[config.mk]
export PLATFORM = sky130hd
export DESIGN_NAME = dm_arbiter_flat
export DESIGN_NICKNAME = d
export VERILOG_FILES = /design/src/rtl/dm_arbiter_if.sv /design/src/rtl/dm_arbiter.sv /design/src/flat_wrapper.sv
export SDC_FILE = /design/constraint.sdc
export NUM_CORES = 1
export LEC_CHECK = 0
export ABC_AREA = 1
export BUFFER_PORTS_ARGS = -buffer_cell sky130_fd_sc_hd__buf_2
export CAP_MARGIN = 20
export CORE_AREA = 2 2 122 124
export CTS_BUF_LIST = sky130_fd_sc_hd__clkbuf_8
export CTS_CLUSTER_SIZE = 10
export DETAILED_ROUTE_END_ITERATION = 16
export DIE_AREA = 0 0 124 126
export PLACE_DENSITY_LB_ADDON = 0.12
export REMOVE_ABC_BUFFERS = 1
export SLEW_MARGIN = 20
export SYNTH_ARGS = -nofsm -noshare
export SYNTH_HDL_FRONTEND = slang
export SYNTH_SLANG_ARGS = --single-unit
[constraint.sdc]
create_clock -name clk -period 2.2 [get_ports clk]
set_input_delay 0.44 -clock clk [delete_from_list [all_inputs] [get_ports clk]]
set_output_delay 0.44 -clock clk [all_outputs]
set_load 0.005 [all_outputs]
[src/rtl/dm_arbiter_if.sv]
// dm_arbiter_if: bundles the two requester ports (CPU = port 0, DMA = port 1),
// the data-memory port and status of dm_arbiter.
//   slave  : seen by the arbiter (requests and mem_rdata in; acks, memory
//            strobes, busy and dbg_state out)
//   master : seen by the requesters / memory model (the mirror image)
// Handshake: a requester raises req with stable fields and holds them until
// it sees a one-cycle ack; ack is the only completion indication, err and
// rdata are meaningful only in the ack cycle.
interface dm_arbiter_if;
  logic        cpu_req;
  logic        cpu_we;
  logic [1:0]  cpu_size;
  logic [31:0] cpu_addr;
  logic [31:0] cpu_wdata;
  logic        cpu_ack;
  logic        cpu_err;
  logic [31:0] cpu_rdata;
  logic        cpu_stall;

  logic        dma_req;
  logic        dma_we;
  logic [1:0]  dma_size;
  logic [31:0] dma_addr;
  logic [31:0] dma_wdata;
  logic        dma_ack;
  logic        dma_err;
  logic [31:0] dma_rdata;

  logic        mem_en;
  logic [3:0]  mem_be;
  logic [31:0] mem_addr;
  logic [31:0] mem_wdata;
  logic [31:0] mem_rdata;

  logic        busy;
  logic [1:0]  dbg_state;

  modport slave (
    input  cpu_req, cpu_we, cpu_size, cpu_addr, cpu_wdata,
    output cpu_ack, cpu_err, cpu_rdata, cpu_stall,
    input  dma_req, dma_we, dma_size, dma_addr, dma_wdata,
    output dma_ack, dma_err, dma_rdata,
    output mem_en, mem_be, mem_addr, mem_wdata,
    input  mem_rdata,
    output busy, dbg_state
  );

  modport master (
    output cpu_req, cpu_we, cpu_size, cpu_addr, cpu_wdata,
    input  cpu_ack, cpu_err, cpu_rdata, cpu_stall,
    output dma_req, dma_we, dma_size, dma_addr, dma_wdata,
    input  dma_ack, dma_err, dma_rdata,
    input  mem_en, mem_be, mem_addr, mem_wdata,
    output mem_rdata,
    input  busy, dbg_state
  );
endinterface

[src/rtl/dm_arbiter.sv]
// dm_arbiter: shares one data-memory port between the CPU MEM stage (port 0)
// and a DMA engine (port 1). Each access runs IDLE -> ISSUE -> [WAIT] -> RESP;
// misaligned or illegal-size requests skip memory and go IDLE -> RESP with err.
// Ports: clk, reset (async, active low), bus (dm_arbiter_if.slave).
// Parameters: LAT (read latency 1..7), STREAK_MAX (CPU grants allowed while
// DMA waits before DMA is forced).
// dbg_state exposes the FSM state: 0 IDLE, 1 ISSUE, 2 WAIT, 3 RESP.
module dm_arbiter #(
  parameter int LAT        = 2,
  parameter int STREAK_MAX = 2
) (
  input  logic         clk,
  input  logic         reset,
  dm_arbiter_if.slave  bus
);
  localparam int SW = (STREAK_MAX < 1) ? 1 : $clog2(STREAK_MAX + 1);

  typedef enum logic [1:0] {S_IDLE, S_ISSUE, S_WAIT, S_RESP} state_t;

  state_t        state, state_nx;
  logic [SW-1:0] streak, streak_nx;
  logic [2:0]    cnt;
  logic          id_r, we_r, err_r;
  logic [1:0]    size_r;
  logic [31:0]   addr_r, wdata_r, rdata_r;

  // Arbitration and selection of the winning request (used only in IDLE).
  logic        any_req, grant_dma;
  logic        sel_we, sel_mis;
  logic [1:0]  sel_size;
  logic [31:0] sel_addr, sel_wdata;

  assign any_req   = bus.cpu_req | bus.dma_req;
  assign grant_dma = bus.dma_req & (~bus.cpu_req | (streak >= SW'(STREAK_MAX)));
  assign sel_we    = grant_dma ? bus.dma_we    : bus.cpu_we;
  assign sel_size  = grant_dma ? bus.dma_size  : bus.cpu_size;
  assign sel_addr  = grant_dma ? bus.dma_addr  : bus.cpu_addr;
  assign sel_wdata = grant_dma ? bus.dma_wdata : bus.cpu_wdata;
  assign sel_mis   = (sel_size == 2'd3) ||
                     (sel_size == 2'd1 && sel_addr[0]) ||
                     (sel_size == 2'd2 && sel_addr[1:0] != 2'b00);

  always_comb begin
    state_nx  = state;
    streak_nx = streak;
    case (state)
      S_IDLE: begin
        if (any_req) begin
          state_nx = sel_mis ? S_RESP : S_ISSUE;
          // Streak counts CPU wins that made a waiting DMA lose.
          if (grant_dma || !bus.dma_req) streak_nx = '0;
          else                           streak_nx = streak + SW'(1);
        end
      end
      S_ISSUE: state_nx = we_r ? S_RESP : S_WAIT;
      S_WAIT:  if (cnt == 3'd0) state_nx = S_RESP;
      S_RESP:  state_nx = S_IDLE;
      default: state_nx = S_IDLE;
    endcase
  end

  always_ff @(posedge clk or negedge reset) begin
    if (!reset) begin
      state   <= S_IDLE;
      streak  <= '0;
      cnt     <= '0;
      id_r    <= 1'b0;
      we_r    <= 1'b0;
      err_r   <= 1'b0;
      size_r  <= '0;
      addr_r  <= '0;
      wdata_r <= '0;
      rdata_r <= '0;
    end else begin
      state  <= state_nx;
      streak <= streak_nx;
      if (state == S_IDLE && any_req) begin
        id_r    <= grant_dma;
        we_r    <= sel_we;
        size_r  <= sel_size;
        addr_r  <= sel_addr;
        wdata_r <= sel_wdata;
        err_r   <= sel_mis;
        rdata_r <= '0;
      end
      if (state == S_ISSUE)     cnt <= 3'(LAT - 1);
      else if (state == S_WAIT) cnt <= cnt - 3'd1;
      // Read data is valid in the LAT-th cycle after ISSUE, i.e. when cnt hits 0.
      if (state == S_WAIT && cnt == 3'd0) rdata_r <= bus.mem_rdata;
    end
  end

  // Outputs are decoded from registered state only, so reset zeroes them at once.
  logic        mem_en, cpu_ack, dma_ack, cpu_err, dma_err;
  logic [3:0]  mem_be;
  logic [31:0] mem_addr, mem_wdata, cpu_rdata, dma_rdata;

  always_comb begin
    mem_en    = 1'b0;
    mem_be    = 4'b0000;
    mem_addr  = '0;
    mem_wdata = '0;
    cpu_ack   = 1'b0;
    dma_ack   = 1'b0;
    cpu_err   = 1'b0;
    dma_err   = 1'b0;
    cpu_rdata = '0;
    dma_rdata = '0;
    if (state == S_ISSUE) begin
      mem_en   = 1'b1;
      mem_addr = {addr_r[31:2], 2'b00};
      if (we_r) begin
        case (size_r)
          2'd0: begin
            mem_be    = 4'b0001 << addr_r[1:0];
            mem_wdata = {4{wdata_r[7:0]}};
          end
          2'd1: begin
            mem_be    = 4'b0011 << {addr_r[1], 1'b0};
            mem_wdata = {2{wdata_r[15:0]}};
          end
          2'd2: begin
            mem_be    = 4'b1111;
            mem_wdata = wdata_r;
          end
          default: ;
        endcase
      end
    end
    if (state == S_RESP) begin
      if (id_r) begin
        dma_ack   = 1'b1;
        dma_err   = err_r;
        dma_rdata = rdata_r;
      end else begin
        cpu_ack   = 1'b1;
        cpu_err   = err_r;
        cpu_rdata = rdata_r;
      end
    end
  end

  assign bus.mem_en    = mem_en;
  assign bus.mem_be    = mem_be;
  assign bus.mem_addr  = mem_addr;
  assign bus.mem_wdata = mem_wdata;
  assign bus.cpu_ack   = cpu_ack;
  assign bus.cpu_err   = cpu_err;
  assign bus.cpu_rdata = cpu_rdata;
  assign bus.cpu_stall = bus.cpu_req & ~cpu_ack;
  assign bus.dma_ack   = dma_ack;
  assign bus.dma_err   = dma_err;
  assign bus.dma_rdata = dma_rdata;
  assign bus.busy      = (state != S_IDLE);
  assign bus.dbg_state = state;
endmodule
[src/flat_wrapper.sv]
// flat-port wrapper written by rule: the top's interface ports become plain ports
module dm_arbiter_flat 
#(
  parameter int LAT        = 2,
  parameter int STREAK_MAX = 2
)
  (clk, reset, bus_cpu_req, bus_cpu_we, bus_cpu_size, bus_cpu_addr, bus_cpu_wdata, bus_cpu_ack, bus_cpu_err, bus_cpu_rdata, bus_cpu_stall, bus_dma_req, bus_dma_we, bus_dma_size, bus_dma_addr, bus_dma_wdata, bus_dma_ack, bus_dma_err, bus_dma_rdata, bus_mem_en, bus_mem_be, bus_mem_addr, bus_mem_wdata, bus_mem_rdata, bus_busy, bus_dbg_state);
  dm_arbiter_if bus_i ();
  input  logic clk;
  input  logic reset;
  input wire logic [$bits(bus_i.cpu_req)-1:0] bus_cpu_req;
  input wire logic [$bits(bus_i.cpu_we)-1:0] bus_cpu_we;
  input wire logic [$bits(bus_i.cpu_size)-1:0] bus_cpu_size;
  input wire logic [$bits(bus_i.cpu_addr)-1:0] bus_cpu_addr;
  input wire logic [$bits(bus_i.cpu_wdata)-1:0] bus_cpu_wdata;
  output wire logic [$bits(bus_i.cpu_ack)-1:0] bus_cpu_ack;
  output wire logic [$bits(bus_i.cpu_err)-1:0] bus_cpu_err;
  output wire logic [$bits(bus_i.cpu_rdata)-1:0] bus_cpu_rdata;
  output wire logic [$bits(bus_i.cpu_stall)-1:0] bus_cpu_stall;
  input wire logic [$bits(bus_i.dma_req)-1:0] bus_dma_req;
  input wire logic [$bits(bus_i.dma_we)-1:0] bus_dma_we;
  input wire logic [$bits(bus_i.dma_size)-1:0] bus_dma_size;
  input wire logic [$bits(bus_i.dma_addr)-1:0] bus_dma_addr;
  input wire logic [$bits(bus_i.dma_wdata)-1:0] bus_dma_wdata;
  output wire logic [$bits(bus_i.dma_ack)-1:0] bus_dma_ack;
  output wire logic [$bits(bus_i.dma_err)-1:0] bus_dma_err;
  output wire logic [$bits(bus_i.dma_rdata)-1:0] bus_dma_rdata;
  output wire logic [$bits(bus_i.mem_en)-1:0] bus_mem_en;
  output wire logic [$bits(bus_i.mem_be)-1:0] bus_mem_be;
  output wire logic [$bits(bus_i.mem_addr)-1:0] bus_mem_addr;
  output wire logic [$bits(bus_i.mem_wdata)-1:0] bus_mem_wdata;
  input wire logic [$bits(bus_i.mem_rdata)-1:0] bus_mem_rdata;
  output wire logic [$bits(bus_i.busy)-1:0] bus_busy;
  output wire logic [$bits(bus_i.dbg_state)-1:0] bus_dbg_state;
  assign bus_i.cpu_req = bus_cpu_req;
  assign bus_i.cpu_we = bus_cpu_we;
  assign bus_i.cpu_size = bus_cpu_size;
  assign bus_i.cpu_addr = bus_cpu_addr;
  assign bus_i.cpu_wdata = bus_cpu_wdata;
  assign bus_cpu_ack = bus_i.cpu_ack;
  assign bus_cpu_err = bus_i.cpu_err;
  assign bus_cpu_rdata = bus_i.cpu_rdata;
  assign bus_cpu_stall = bus_i.cpu_stall;
  assign bus_i.dma_req = bus_dma_req;
  assign bus_i.dma_we = bus_dma_we;
  assign bus_i.dma_size = bus_dma_size;
  assign bus_i.dma_addr = bus_dma_addr;
  assign bus_i.dma_wdata = bus_dma_wdata;
  assign bus_dma_ack = bus_i.dma_ack;
  assign bus_dma_err = bus_i.dma_err;
  assign bus_dma_rdata = bus_i.dma_rdata;
  assign bus_mem_en = bus_i.mem_en;
  assign bus_mem_be = bus_i.mem_be;
  assign bus_mem_addr = bus_i.mem_addr;
  assign bus_mem_wdata = bus_i.mem_wdata;
  assign bus_i.mem_rdata = bus_mem_rdata;
  assign bus_busy = bus_i.busy;
  assign bus_dbg_state = bus_i.dbg_state;
  dm_arbiter #(.LAT(LAT), .STREAK_MAX(STREAK_MAX)) u_core (.clk(clk), .reset(reset), .bus(bus_i));
endmodule
# Word-level counts from Yosys, hierarchy flattened
# Index checks and enable logic that the tools add are counted.
# classes
n_addsub	2
n_shift	2
n_eq_ne	10
n_mux	34
bitwise	6
n_lt_le_gt_ge	1
reduce_logical	17
# ops
operator	n
2-to-1 mux 32 bit	11
one-hot mux 32 bit (3 select lines)	1
one-hot mux 4 bit (3 select lines)	1
2-to-1 mux 1 bit	11
equality test 2 bit, second input constant	5
2-to-1 mux 2 bit	5
2-to-1 mux 4 bit	2
one-hot mux 2 bit (4 select lines)	1
nonzero test 2 bit	4
equality test 2 x 1 -> 1 bit, second input constant	3
2-to-1 mux 3 bit	2
logical AND 1 bit	4
zero test 2 bit	2
!= test 2 x 1 -> 1 bit, second input constant	2
AND reduction 2 bit	2
<< shifter 1 x 2 -> 4 bit, first input constant	1
<< shifter 2 x 2 -> 4 bit, first input constant	1
zero test 3 bit	1
logical OR 1 bit	3
subtractor 3 x 1 -> 3 bit, second input constant	1
adder 2 x 1 -> 2 bit, second input constant	1
bitwise AND 1 bit	2
>= comparator 2 bit, second input constant	1
NOT 1 bit	2
other kinds (2)	3
# totals
word_cells	82
input_bits	170
reg_bits	108
out_inout_bits	141

# Longest topological paths before layout
# Gate-level depths: netlist of the first run.
# depth
word_depth	11
depth_mapped	12
ltp_nobuf	12

# Worst setup path after synthesis of the first run
# Ideal clock, no wire load.
# synth_timing
path_type	reg2out
from	register u_core.state[1], in the netlist u_core.bus.dbg_state[1]
to	output bus_mem_wdata[15]
path_stages_with_launch	9
arrival_ps	1506
t_required_ps	1760
slack_ps	254
cell_sequence	dfrtp_1 > inv_1 > ha_1 > clkbuf_2 > nand2_1 > nor2_4 > inv_2 > buf_2 > a21oi_1
# synth_via
elab_chain_len	2
# synth_lines
element	line_no	source
start: declaration	dm_arbiter.sv:20	state_t state, state_nx;
start signal: assignment	dm_arbiter.sv:75	state <= state_nx;
equality test 2 x 1 -> 1 bit	dm_arbiter.sv:109	if (state == S_ISSUE) begin
2-to-1 mux 32 bit	dm_arbiter.sv:109	
end: declaration	flat_wrapper.sv:31	output wire logic [$bits(bus_i.mem_wdata)-1:0] bus_mem_wdata;
# Every way passes these cells.

# Final worst setup path of the first run
# layout_timing
from	register u_core.state[1], in the netlist u_core.bus.dbg_state[1]
to	output bus_mem_be[2]
# layout_via
elab_chain_len	2
# layout_lines
element	line_no	source
equality test 2 x 1 -> 1 bit	dm_arbiter.sv:109	
2-to-1 mux 4 bit	dm_arbiter.sv:109	
end: declaration	flat_wrapper.sv:29	output wire logic [$bits(bus_i.mem_be)-1:0] bus_mem_be;
# Every way passes these cells.

==> flow_metrics.env, run 1 <==
export IMPL_postRouteAntennaNets=0
export IMPL_end_kind="output pin"
export IMPL_ys_top_cells_by_count="nand2_1, nor2_1, a21oi_1, dfrtp_1, inv_1"
export IMPL_grt_pass1_wl_um=30500
export IMPL_drive_gt1_share_pct=33.5
export IMPL_ys_async_sr_fraction_pct=100
export IMPL_crit_required_ns=1.76
export IMPL_cts_sinks=108
export IMPL_drc=0
export IMPL_worstSetupStartpointType="flop"
export IMPL_grt_usage_pct=24.9
export IMPL_grt_setup_unrepaired="true"
export IMPL_cts_reportedPaths_clkPinSlew_ns=0.10
export IMPL_outcome="finished, final reports clean"
export IMPL_cts_buffers=9
export IMPL_crit_fanout=18
export IMPL_final_util_pct=55.8
export IMPL_min_path_type="input pin to asynchronous set/reset pin"
export IMPL_hold_violations=0
export IMPL_core_region_area_um2=14300
export IMPL_p_per_area_nw_per_um2=1190
export IMPL_area_delta_synth_final_pct=33.5
export IMPL_drt_initial_drc_count=402
export IMPL_cts_root_buffer="clkbuf_8"
export IMPL_fin_nets=1300
export IMPL_setup_viol=0
export IMPL_avgRoutedWirePerCell_um=14.8
export IMPL_synth_top_area_share_pct=45.2
export IMPL_worst_pin_slew_ns=0.537
export IMPL_ir_worst_vdd_mv=0.560
export IMPL_synth_area_um2=5980
export IMPL_start_util_pct=41.8
export IMPL_wirelength_um=19400
export IMPL_synth_cells=834
export IMPL_hold_ws_ns=0.0390
export IMPL_fin_crit_ns=2.14
export IMPL_viasPerCell=4.94
export IMPL_cap_violations=0
export IMPL_ys_ff_latch=108
export IMPL_gp_congestion=0.878
export IMPL_yosys_area_top_type="dfrtp_1"
export IMPL_finClkSkew_ns=0.00560
export IMPL_p_leak_nw=4.46
export IMPL_htreeDepth=3
export IMPL_synth_most_common_cell="nand2_1"
export IMPL_multi_input_area_um2=2600
export IMPL_period_share_pct=97.3
export IMPL_io_buffers=308
export IMPL_worstPathArrival_ns=1.70
export IMPL_num_vias=6484
export IMPL_clk_latency_ns=0.37
export IMPL_synth_flop_cell="dfrtp_1"
export IMPL_power_mw=9.53
export IMPL_r2r_start="u_core.bus.dbg_state[0]"
export IMPL_setup_tns_ns=0
export IMPL_synth_cell_type_count=30
export IMPL_grt_max_degree=61
export IMPL_antenna_found_initial=1
export IMPL_clockBufferDepth=2
export IMPL_syn_avg_cell_area_um2=7.17
export IMPL_startpoint="u_core.bus.dbg_state[1]"
export IMPL_dp_hpwl_um=14200
export IMPL_globalRouteOverflowTotal=0
export IMPL_ys_seq_area_share_pct=45.2
export IMPL_drtPass1Iterations=6
export IMPL_fillerInstances=1466
export IMPL_yosys_top_cells_area="dfrtp_1, a21oi_1, nand2_1, nor2_1, inv_1"
export IMPL_crit_type="flop to output pin"
export IMPL_die_h_um=126
export IMPL_seq_area_um2=2710
export IMPL_tritoncts="built"
export IMPL_rows=44
export IMPL_yosysWarnings=0
export IMPL_slew_headroom_pct=64.2
export IMPL_ios=311
export IMPL_grt_pass1_vias=6142
export IMPL_die_area_um2=15600
export IMPL_slew_viol_final=0
export IMPL_fmax_mhz=467
export IMPL_synth_edf_count=0
export IMPL_die_w_um=124
==> timing repair <==
action                                 in CTS  in global routing
setup buffers                               2                  1
pin swaps                                   0                  1
endpoints found under the hold margin       0                  0
resized for setup                           4                 21
hold buffers                                0                  0
setup endpoints to repair                  29                 89
==> layer usage <==
layer	GRT usage (%)	share of wire (%)	up-vias
li1	-	-	3204
met1	32.1	41	2968
met2	41.2	49	283
met3	4.26	7.4	29
met4	10.1	2.2	0
met5	0	0	-
==> through the flow <==
step	area [um^2]	setup WS (ns)	instances
CTS	7920	0.000721	1310
detailed placement	7710	0.335	1293
finish	7990	0.0586	1312
global placement	7710	0.354	1293
global route	7990	-0.0229	1312
floorplan	5690	-0.387	780
==> registers in the layout, indices dropped and copies added, names as in the netlist <==
register / cells
u_core.streak: 2
u_core.rdata_r: 32
u_core.wdata_r: 32
u_core.cnt: 3
u_core.err_r: 1
u_core.addr_r: 32
u_core.size_r: 2
u_core.id_r: 1
u_core.we_r: 1
u_core.bus.dbg_state: 2
==> final timing paths <==
check	to	slack, ns	depth (start not counted)
max reg2reg	u_core.wdata_r[5]	0.20	8
max	bus_mem_be[2]	0.06	7
min reg2reg	u_core.streak[0]	0.49	1
min in group clk	u_core.rdata_r[8]	0.29	3
max in group asynchronous	u_core.size_r[1]	1.52	2
min	u_core.addr_r[29]	0.04	1
==> worst max-delay path, cell delays in order (launching register included) <==
cell     delay [ns]
dfrtp_1        0.43
inv_2          0.08
ha_2           0.19
nand2_2        0.07
nor2_4         0.15
inv_6          0.11
a21oi_1        0.16
buf_2          0.14
==> power by group <==
part | switching [mW] | internal [mW] | leakage (nW)
combinational | 3.15 | 1.91 | 3.06
clock | 0.661 | 0.513 | 0.100
sequential | 0.472 | 2.83 | 1.31
==> layout by cell type (no fill, tap or decap), drive strengths merged <==
master / count
diode: 1
nor2: 151
o22ai: 18
a221o: 2
or2: 2
o41ai: 2
o21ai: 54
nand3b: 2
o211ai: 6
clkbuf: 9
clkinv: 5
nand3: 36
buf: 332
nand2: 156
a21oi: 121
inv: 113
bufinv: 1
conb: 2
dfrtp: 108
ha: 7
==> layout make-up <==
type	count	share of cell area [%]
diodes	1	0.0313
multi-input cells	559	32.6
flip-flops and latches	108	33.9
inverters	113	5.39
well taps	184	2.88
clock buffers	9	1.55
clock inverters	6	0.721
repair buffers	332	23.0
==> cells by family (layout without fill, tap and decap cells) <==
| family | count (synthesis) | after routing | synth area share, % |
|---|---|---|---|
| AO/OA/AOI/OAI | 203 | 203 | 18.2 |
| adder cells (fa/ha/maj) | 7 | 7 | 1.46 |
| AND/OR/NAND/NOR | 347 | 347 | 23.1 |
| flip-flops | 108 | 108 | 45.2 |
| buffers and inverters | 168 | 460 | 12.0 |
| other | 1 | 3 | 0.0627 |
(Power assumes the default switching activity.)
==> inputs of run 2 (changes only) <==
--- a/config.mk
+++ b/config.mk
@@ -8,11 +8,11 @@
 export ABC_AREA = 1
 export BUFFER_PORTS_ARGS = -buffer_cell sky130_fd_sc_hd__buf_2
 export CAP_MARGIN = 20
-export CORE_AREA = 2 2 122 124
+export CORE_AREA = 2 2 120 122
 export CTS_BUF_LIST = sky130_fd_sc_hd__clkbuf_8
 export CTS_CLUSTER_SIZE = 10
 export DETAILED_ROUTE_END_ITERATION = 16
-export DIE_AREA = 0 0 124 126
+export DIE_AREA = 0 0 122 124
 export PLACE_DENSITY_LB_ADDON = 0.12
 export REMOVE_ABC_BUFFERS = 1
 export SLEW_MARGIN = 20
==> flow_metrics.env, run 2 (synthesized netlist as in run 1, its figures left out) <==
export IMPL_grt_setup_unrepaired="true"
export IMPL_postRouteAntennaNets=0
export IMPL_viasPerCell=4.91
export IMPL_num_vias=6445
export IMPL_avgRoutedWirePerCell_um=14.8
export IMPL_layout_commonest_cell="buf_2"
export IMPL_worstPathCellList="buf_4 > inv_1 > ha_1 > inv_1 > buf_2"
export IMPL_die_area_um2=15100
export IMPL_grt_max_degree=66
export IMPL_ir_worst_vdd_mv=0.544
export IMPL_power_switching_mw=4.32
export IMPL_clockBufferDepth=2
export IMPL_clk_latency_ns=0.37
export IMPL_ios=311
export IMPL_worstPathArrival_ns=1.68
export IMPL_worst_path_buf_inv=4
export IMPL_reg2reg_slack_ns=0.26
export IMPL_fin_crit_ns=2.12
export IMPL_holdPathEnd="u_core.addr_r[26]"
export IMPL_fillerInstances=1343
export IMPL_antenna_found_initial=2
export IMPL_r2r_start="u_core.bus.dbg_state[0]"
export IMPL_cts_sinks=108
export IMPL_fin_nets=1305
export IMPL_dp_slack_ns=0.321
export IMPL_fmax_mhz=473
export IMPL_drtPass1Iterations=5
export IMPL_cts_reportedPaths_clkPinSlew_ns=0.10
export IMPL_cts_root_buffer="clkbuf_8"
export IMPL_cts_buffers=9
export IMPL_htreeDepth=3
export IMPL_cpMostUsedCell="inv_1"
export IMPL_die_w_um=122
export IMPL_hold_violations=0
export IMPL_power_mw=9.63
export IMPL_grt_usage_pct=24.9
export IMPL_grt_pass1_wl_um=29300
export IMPL_crit_fanout=5
export IMPL_start_util_pct=43.6
export IMPL_hp_start="bus_dma_addr[26]"
export IMPL_cap_violations=0
export IMPL_drive_gt1_share_pct=33.5
export IMPL_timing_rr_end="u_core.rdata_r[4]"
export IMPL_swShare_pct=44.8
export IMPL_dp_hpwl_um=14200
export IMPL_io_buffers=308
export IMPL_p_per_area_nw_per_um2=1200
export IMPL_grt_pass1_vias=5832
export IMPL_die_h_um=124
export IMPL_drc=0
export IMPL_drt_initial_drc_count=410
export IMPL_cp_top_family="buffers and inverters"
export IMPL_setup_tns_ns=0
export IMPL_p_leak_nw=4.47
export IMPL_wirelength_um=19400
export IMPL_area_delta_synth_final_pct=33.9
export IMPL_reg2regPathDepth=8
export IMPL_holdPathStages=3
export IMPL_clkPwrFrac_pct=12.6
export IMPL_gp_congestion=0.891
export IMPL_cpMaxStageDelayCell="dfrtp_2"
export IMPL_outcome="finished, final reports clean"
export IMPL_core_region_area_um2=13700
export IMPL_globalRouteOverflowTotal=0
export IMPL_top_regs="u_core.addr_r: 32 flops, u_core.rdata_r: 32 flops, u_core.wdata_r: 32 flops"
export IMPL_crit_path_max_incr_delay_ns=0.46
export IMPL_timing_final_ws_setup_ns=0.0849
export IMPL_end_kind="output pin"
export IMPL_crit_type="flop to output pin"
export IMPL_worstSetupStartpointType="flop"
export IMPL_slew_viol_final=0
export IMPL_period_share_pct=96.1
export IMPL_crit_required_ns=1.76
export IMPL_setup_viol=0
export IMPL_tritoncts="built"
export IMPL_final_cell_mix="buf_2, nand2_1, nor2_1"
export IMPL_min_path_type="input pin to flop"
export IMPL_rows=43
export IMPL_combPwrFrac_pct=52.8
export IMPL_seqPwrFrac_pct=34.7
export IMPL_finClkSkew_ns=0.00944
export IMPL_p_int_mw=5.31
## run 2: cell count changes in the layout (fill, tap and decap cells not counted), sizes merged
cell	delta
buf	+4
clkbuf	+1
clkinv	-1
clkinvlp	+1
dlygate4sd3	+1
inv	-1
## run 2: final cells by class
class	count	area, um^2	share of cell area (%)
clock buffer	10	138	1.72
multi-input combinational	559	2600	32.5
antenna	1	2.50	0.0313
timing repair buffer	337	1850	23.1
inverter	113	433	5.41
tap	180	225	2.81
sequential	108	2710	33.8
clock inverter	5	52.6	0.656
## run 2: metal layers
metal | share of wire, % | track usage [%] | vias up
met5 | 0.036 | 0 | -
met4 | 2.2 | 8.98 | 2
met3 | 8.0 | 5.49 | 33
met2 | 49 | 42.9 | 284
met1 | 41 | 30.7 | 2902
li1 | - | - | 3224
## run 2: through the flow
step / instances / hold WS, ns / utilization [%] / area [um^2]
CTS: 1309 / 0.275 / 57.8 / 7930
global placement: 1292 / 0.360 / 56.2 / 7720
finish: 1313 / 0.294 / 58.4 / 8010
global route: 1312 / 0.282 / 58.3 / 8010
detailed placement: 1292 / 0.358 / 56.2 / 7720
floorplan: 780 / 0.144 / - / 5690
## run 2: worst max path at each step
stage	from	end	slack, ns	cells after the start
floorplan	u_core.bus.dbg_state[1]	bus_mem_be[1]	-0.39	6
global placement	u_core.bus.dbg_state[0]	bus_cpu_err	0.39	7
detailed placement	u_core.bus.dbg_state[1]	bus_mem_wdata[12]	0.32	7
CTS	u_core.bus.dbg_state[1]	bus_mem_wdata[25]	0.008	8
global route	u_core.size_r[0]	bus_mem_wdata[27]	-0.04	8
finish	u_core.bus.dbg_state[0]	bus_busy	0.08	5
## run 2: worst min-delay path: cells and delay by family
family	cells	cell delay (ns)
AO/OA/AOI/OAI	1	0.05
AND/OR/NAND/NOR	1	0.05
buffers and inverters	1	0.09
## run 2: power by group through the flow
stage	clock network, mW	logic (mW)	registers [mW]
6_report	1.21	5.08	3.34
2_1_floorplan	0	2.98	3.20
4_1_cts	1.25	4.98	3.31
3_5_place_dp	0	4.91	3.36
3_3_place_gp	0	4.88	3.34
5_1_grt	1.31	5.73	3.44
## run 2: repair_timing
| action | in CTS | in global routing |
|---|---|---|
| resized for setup | 5 | 16 |
| cloned | 0 | 0 |
| setup endpoints to repair | 63 | 100 |
| setup buffers | 1 | 3 |
| pin swaps | 0 | 4 |
| hold endpoints to repair | 19 | 0 |
| hold buffers | 1 | 0 |
==> inputs of run 3 (changes only) <==
--- a/config.mk
+++ b/config.mk
@@ -7,7 +7,7 @@
 export LEC_CHECK = 0
 export ABC_AREA = 1
 export BUFFER_PORTS_ARGS = -buffer_cell sky130_fd_sc_hd__buf_2
-export CAP_MARGIN = 20
+export CAP_MARGIN = 25
 export CORE_AREA = 2 2 120 122
 export CTS_BUF_LIST = sky130_fd_sc_hd__clkbuf_8
 export CTS_CLUSTER_SIZE = 10
@@ -15,6 +15,7 @@
 export DIE_AREA = 0 0 122 124
 export PLACE_DENSITY_LB_ADDON = 0.12
 export REMOVE_ABC_BUFFERS = 1
+export SETUP_SLACK_MARGIN = 0.3
 export SLEW_MARGIN = 20
 export SYNTH_ARGS = -nofsm -noshare
 export SYNTH_HDL_FRONTEND = slang
==> constraint.sdc (replaced) <==
create_clock -name clk -period 2.2 [get_ports clk]
set_input_delay 0.11 -clock clk [delete_from_list [all_inputs] [get_ports clk]]
set_output_delay 0.11 -clock clk [all_outputs]
set_load 0.005 [all_outputs]
==> flow_metrics.env, run 3 (synthesized netlist as in run 1, its figures left out) <==
export IMPL_dp_hpwl_um=14300
export IMPL_core_region_area_um2=13700
export IMPL_outcome="finished, final reports clean"
export IMPL_drc=0
export IMPL_timing_final_ws_setup_ns=0.305
export IMPL_wirelength_um=21400
export IMPL_io_buffers=308
export IMPL_cts_reportedPaths_clkPinSlew_ns=0.10
export IMPL_slew_headroom_pct=64.1
export IMPL_viasPerCell=5.01
export IMPL_hold_violations=0
export IMPL_rows=43
export IMPL_area_delta_synth_final_pct=53.8
export IMPL_antenna_found_initial=1
export IMPL_reg2reg_slack_ns=0.45
export IMPL_cp_endpoint="bus_mem_wdata[24]"
export IMPL_gp_congestion=0.894
export IMPL_min_path_type="input pin to flop"
export IMPL_postRouteAntennaNets=0
export IMPL_htreeDepth=3
export IMPL_end_kind="output pin"
export IMPL_fin_crit_ns=1.89
export IMPL_crit_path_max_incr_delay_ns=0.48
export IMPL_crit_required_ns=2.09
export IMPL_fmax_mhz=528
export IMPL_path_depth=7
export IMPL_grt_setup_unrepaired="true"
export IMPL_die_area_um2=15100
export IMPL_clk_latency_ns=0.40
export IMPL_timing_rr_end="u_core.wdata_r[12]"
export IMPL_cp_top_family="flip-flops"
export IMPL_r2r_start="u_core.streak[0]"
export IMPL_reg2regPathDepth=8
export IMPL_period_share_pct=86.1
export IMPL_tritoncts="built"
export IMPL_finClkSkew_ns=0.0154
export IMPL_globalRouteOverflowTotal=0
export IMPL_setup_viol=0
export IMPL_setup_tns_ns=0
export IMPL_fin_nets=1418
export IMPL_cpMaxStageDelayCell="dfrtp_2"
export IMPL_clockBufferDepth=2
export IMPL_fillerInstances=1212
export IMPL_worst_path_buf_inv=4
export IMPL_cts_sinks=108
export IMPL_ir_worst_vdd_mv=0.623
export IMPL_crit_type="flop to output pin"
export IMPL_worstPathCellList="inv_4 > nor2_1 > buf_4 > a221o_1 > nand2_1 > inv_1 > buf_2"
export IMPL_p_per_area_nw_per_um2=1080
export IMPL_top_regs="u_core.addr_r: 32 flops, u_core.rdata_r: 32 flops, u_core.wdata_r: 32 flops"
export IMPL_drive_gt1_share_pct=30.3
export IMPL_grt_pass1_vias=6732
export IMPL_avgRoutedWirePerCell_um=15.0
export IMPL_worstSetupStartpointType="flop"
export IMPL_die_h_um=124
export IMPL_die_w_um=122
export IMPL_cts_buffers=9
export IMPL_dp_slack_ns=0.380
export IMPL_grt_usage_pct=27.3
export IMPL_slew_viol_final=0
export IMPL_crit_fanout=11
export IMPL_num_vias=7139
export IMPL_drtPass1Iterations=5
export IMPL_worstPathArrival_ns=1.78
export IMPL_worst_pin_slew_ns=0.539
export IMPL_ios=311
export IMPL_grt_pass1_wl_um=32500
export IMPL_final_cell_mix="buf_2, nand2_1, nor2_1"
export IMPL_layout_commonest_cell="buf_2"
export IMPL_drt_initial_drc_count=452
export IMPL_startpoint="u_core.size_r[1]"
export IMPL_start_util_pct=43.6
export IMPL_grt_max_degree=44
export IMPL_cap_violations=0
export IMPL_p_leak_nw=4.97
export IMPL_cts_root_buffer="clkbuf_8"
export IMPL_diodes=0
## run 3: cell types whose count changed in the layout (fill, tap and decap cells not counted), sizes merged
| cell | previous run | this run |
|---|---|---|
| clkinvlp | 1 | 0 |
| diode | 1 | 0 |
| clkbuf | 10 | 9 |
| inv | 112 | 114 |
| bufinv | 1 | 2 |
| dlygate4sd3 | 1 | 119 |
| buf | 336 | 331 |
## run 3: final cells by class
type	count	area (um^2)	share of cell area, %
sequential	108	2710	29.4
inverter	113	438	4.76
clock inverter	7	91.3	0.993
multi-input combinational	559	2620	28.5
timing repair buffer	450	2990	32.5
tap	180	225	2.45
clock buffer	9	124	1.35
## run 3: routing by layer
layer / vias to the layer above / part of all wire (%) / GRT usage [%] / routed length, um
met5: - / 0.061 / 0 / 13
met4: 2 / 3.0 / 13.0 / 641
met3: 58 / 7.2 / 4.49 / 1530
met2: 353 / 50 / 47.2 / 10700
met1: 3290 / 40 / 33.4 / 8550
li1: 3436 / - / - / -
## run 3: worst min path at each step
stage                                 from           endpoint  slack [ns]  cells past startpoint
after floorplan                      reset   u_core.addr_r[0]       -0.19                      0
after global placement               reset  u_core.addr_r[26]        0.12                      1
after detailed placement             reset  u_core.addr_r[26]        0.13                      1
after CTS                 bus_dma_wdata[7]  u_core.wdata_r[7]      0.0003                      3
after global routing      bus_cpu_wdata[0]  u_core.wdata_r[0]        0.01                      3
final                     bus_dma_wdata[7]  u_core.wdata_r[7]        0.02                      3
## run 3: where the power goes
| group | internal [mW] | switching (mW) |
|---|---|---|
| clock network | 0.640 | 0.709 |
| registers | 2.83 | 0.524 |
| logic | 2.03 | 3.23 |
| total | 5.50 | 4.46 |
## run 3: repair_timing
item / in CTS / in global routing
endpoints found under the hold margin: 127 / 0
setup buffers: 2 / 2
pin swaps: 1 / 0
resized for setup: 13 / 21
setup endpoints to repair: 59 / 116
hold buffers: 119 / 0
## run 3: metrics by stage
step / power, mW / util (%) / cell area, um^2 / hold slack, ns / cells
2_1_floorplan: 6.18 / - / 5690 / -0.186 / 780
3_3_place_gp: 8.10 / 55.9 / 7670 / 0.124 / 1287
3_5_place_dp: 8.19 / 55.9 / 7670 / 0.129 / 1287
4_1_cts: 9.80 / 66.5 / 9120 / 0.000256 / 1424
5_1_grt: 10.8 / 67.1 / 9200 / 0.0137 / 1426
6_report: 9.96 / 67.1 / 9200 / 0.0163 / 1426
## run 3: worst reg2reg max path, delay by kind of cell (launching register included)
family / cells / cell delay (ns)
simple gates: 3 / 0.37
fa+ha+maj: 1 / 0.19
compound gates: 2 / 0.34
buf+inv: 2 / 0.39
flops: 1 / 0.38
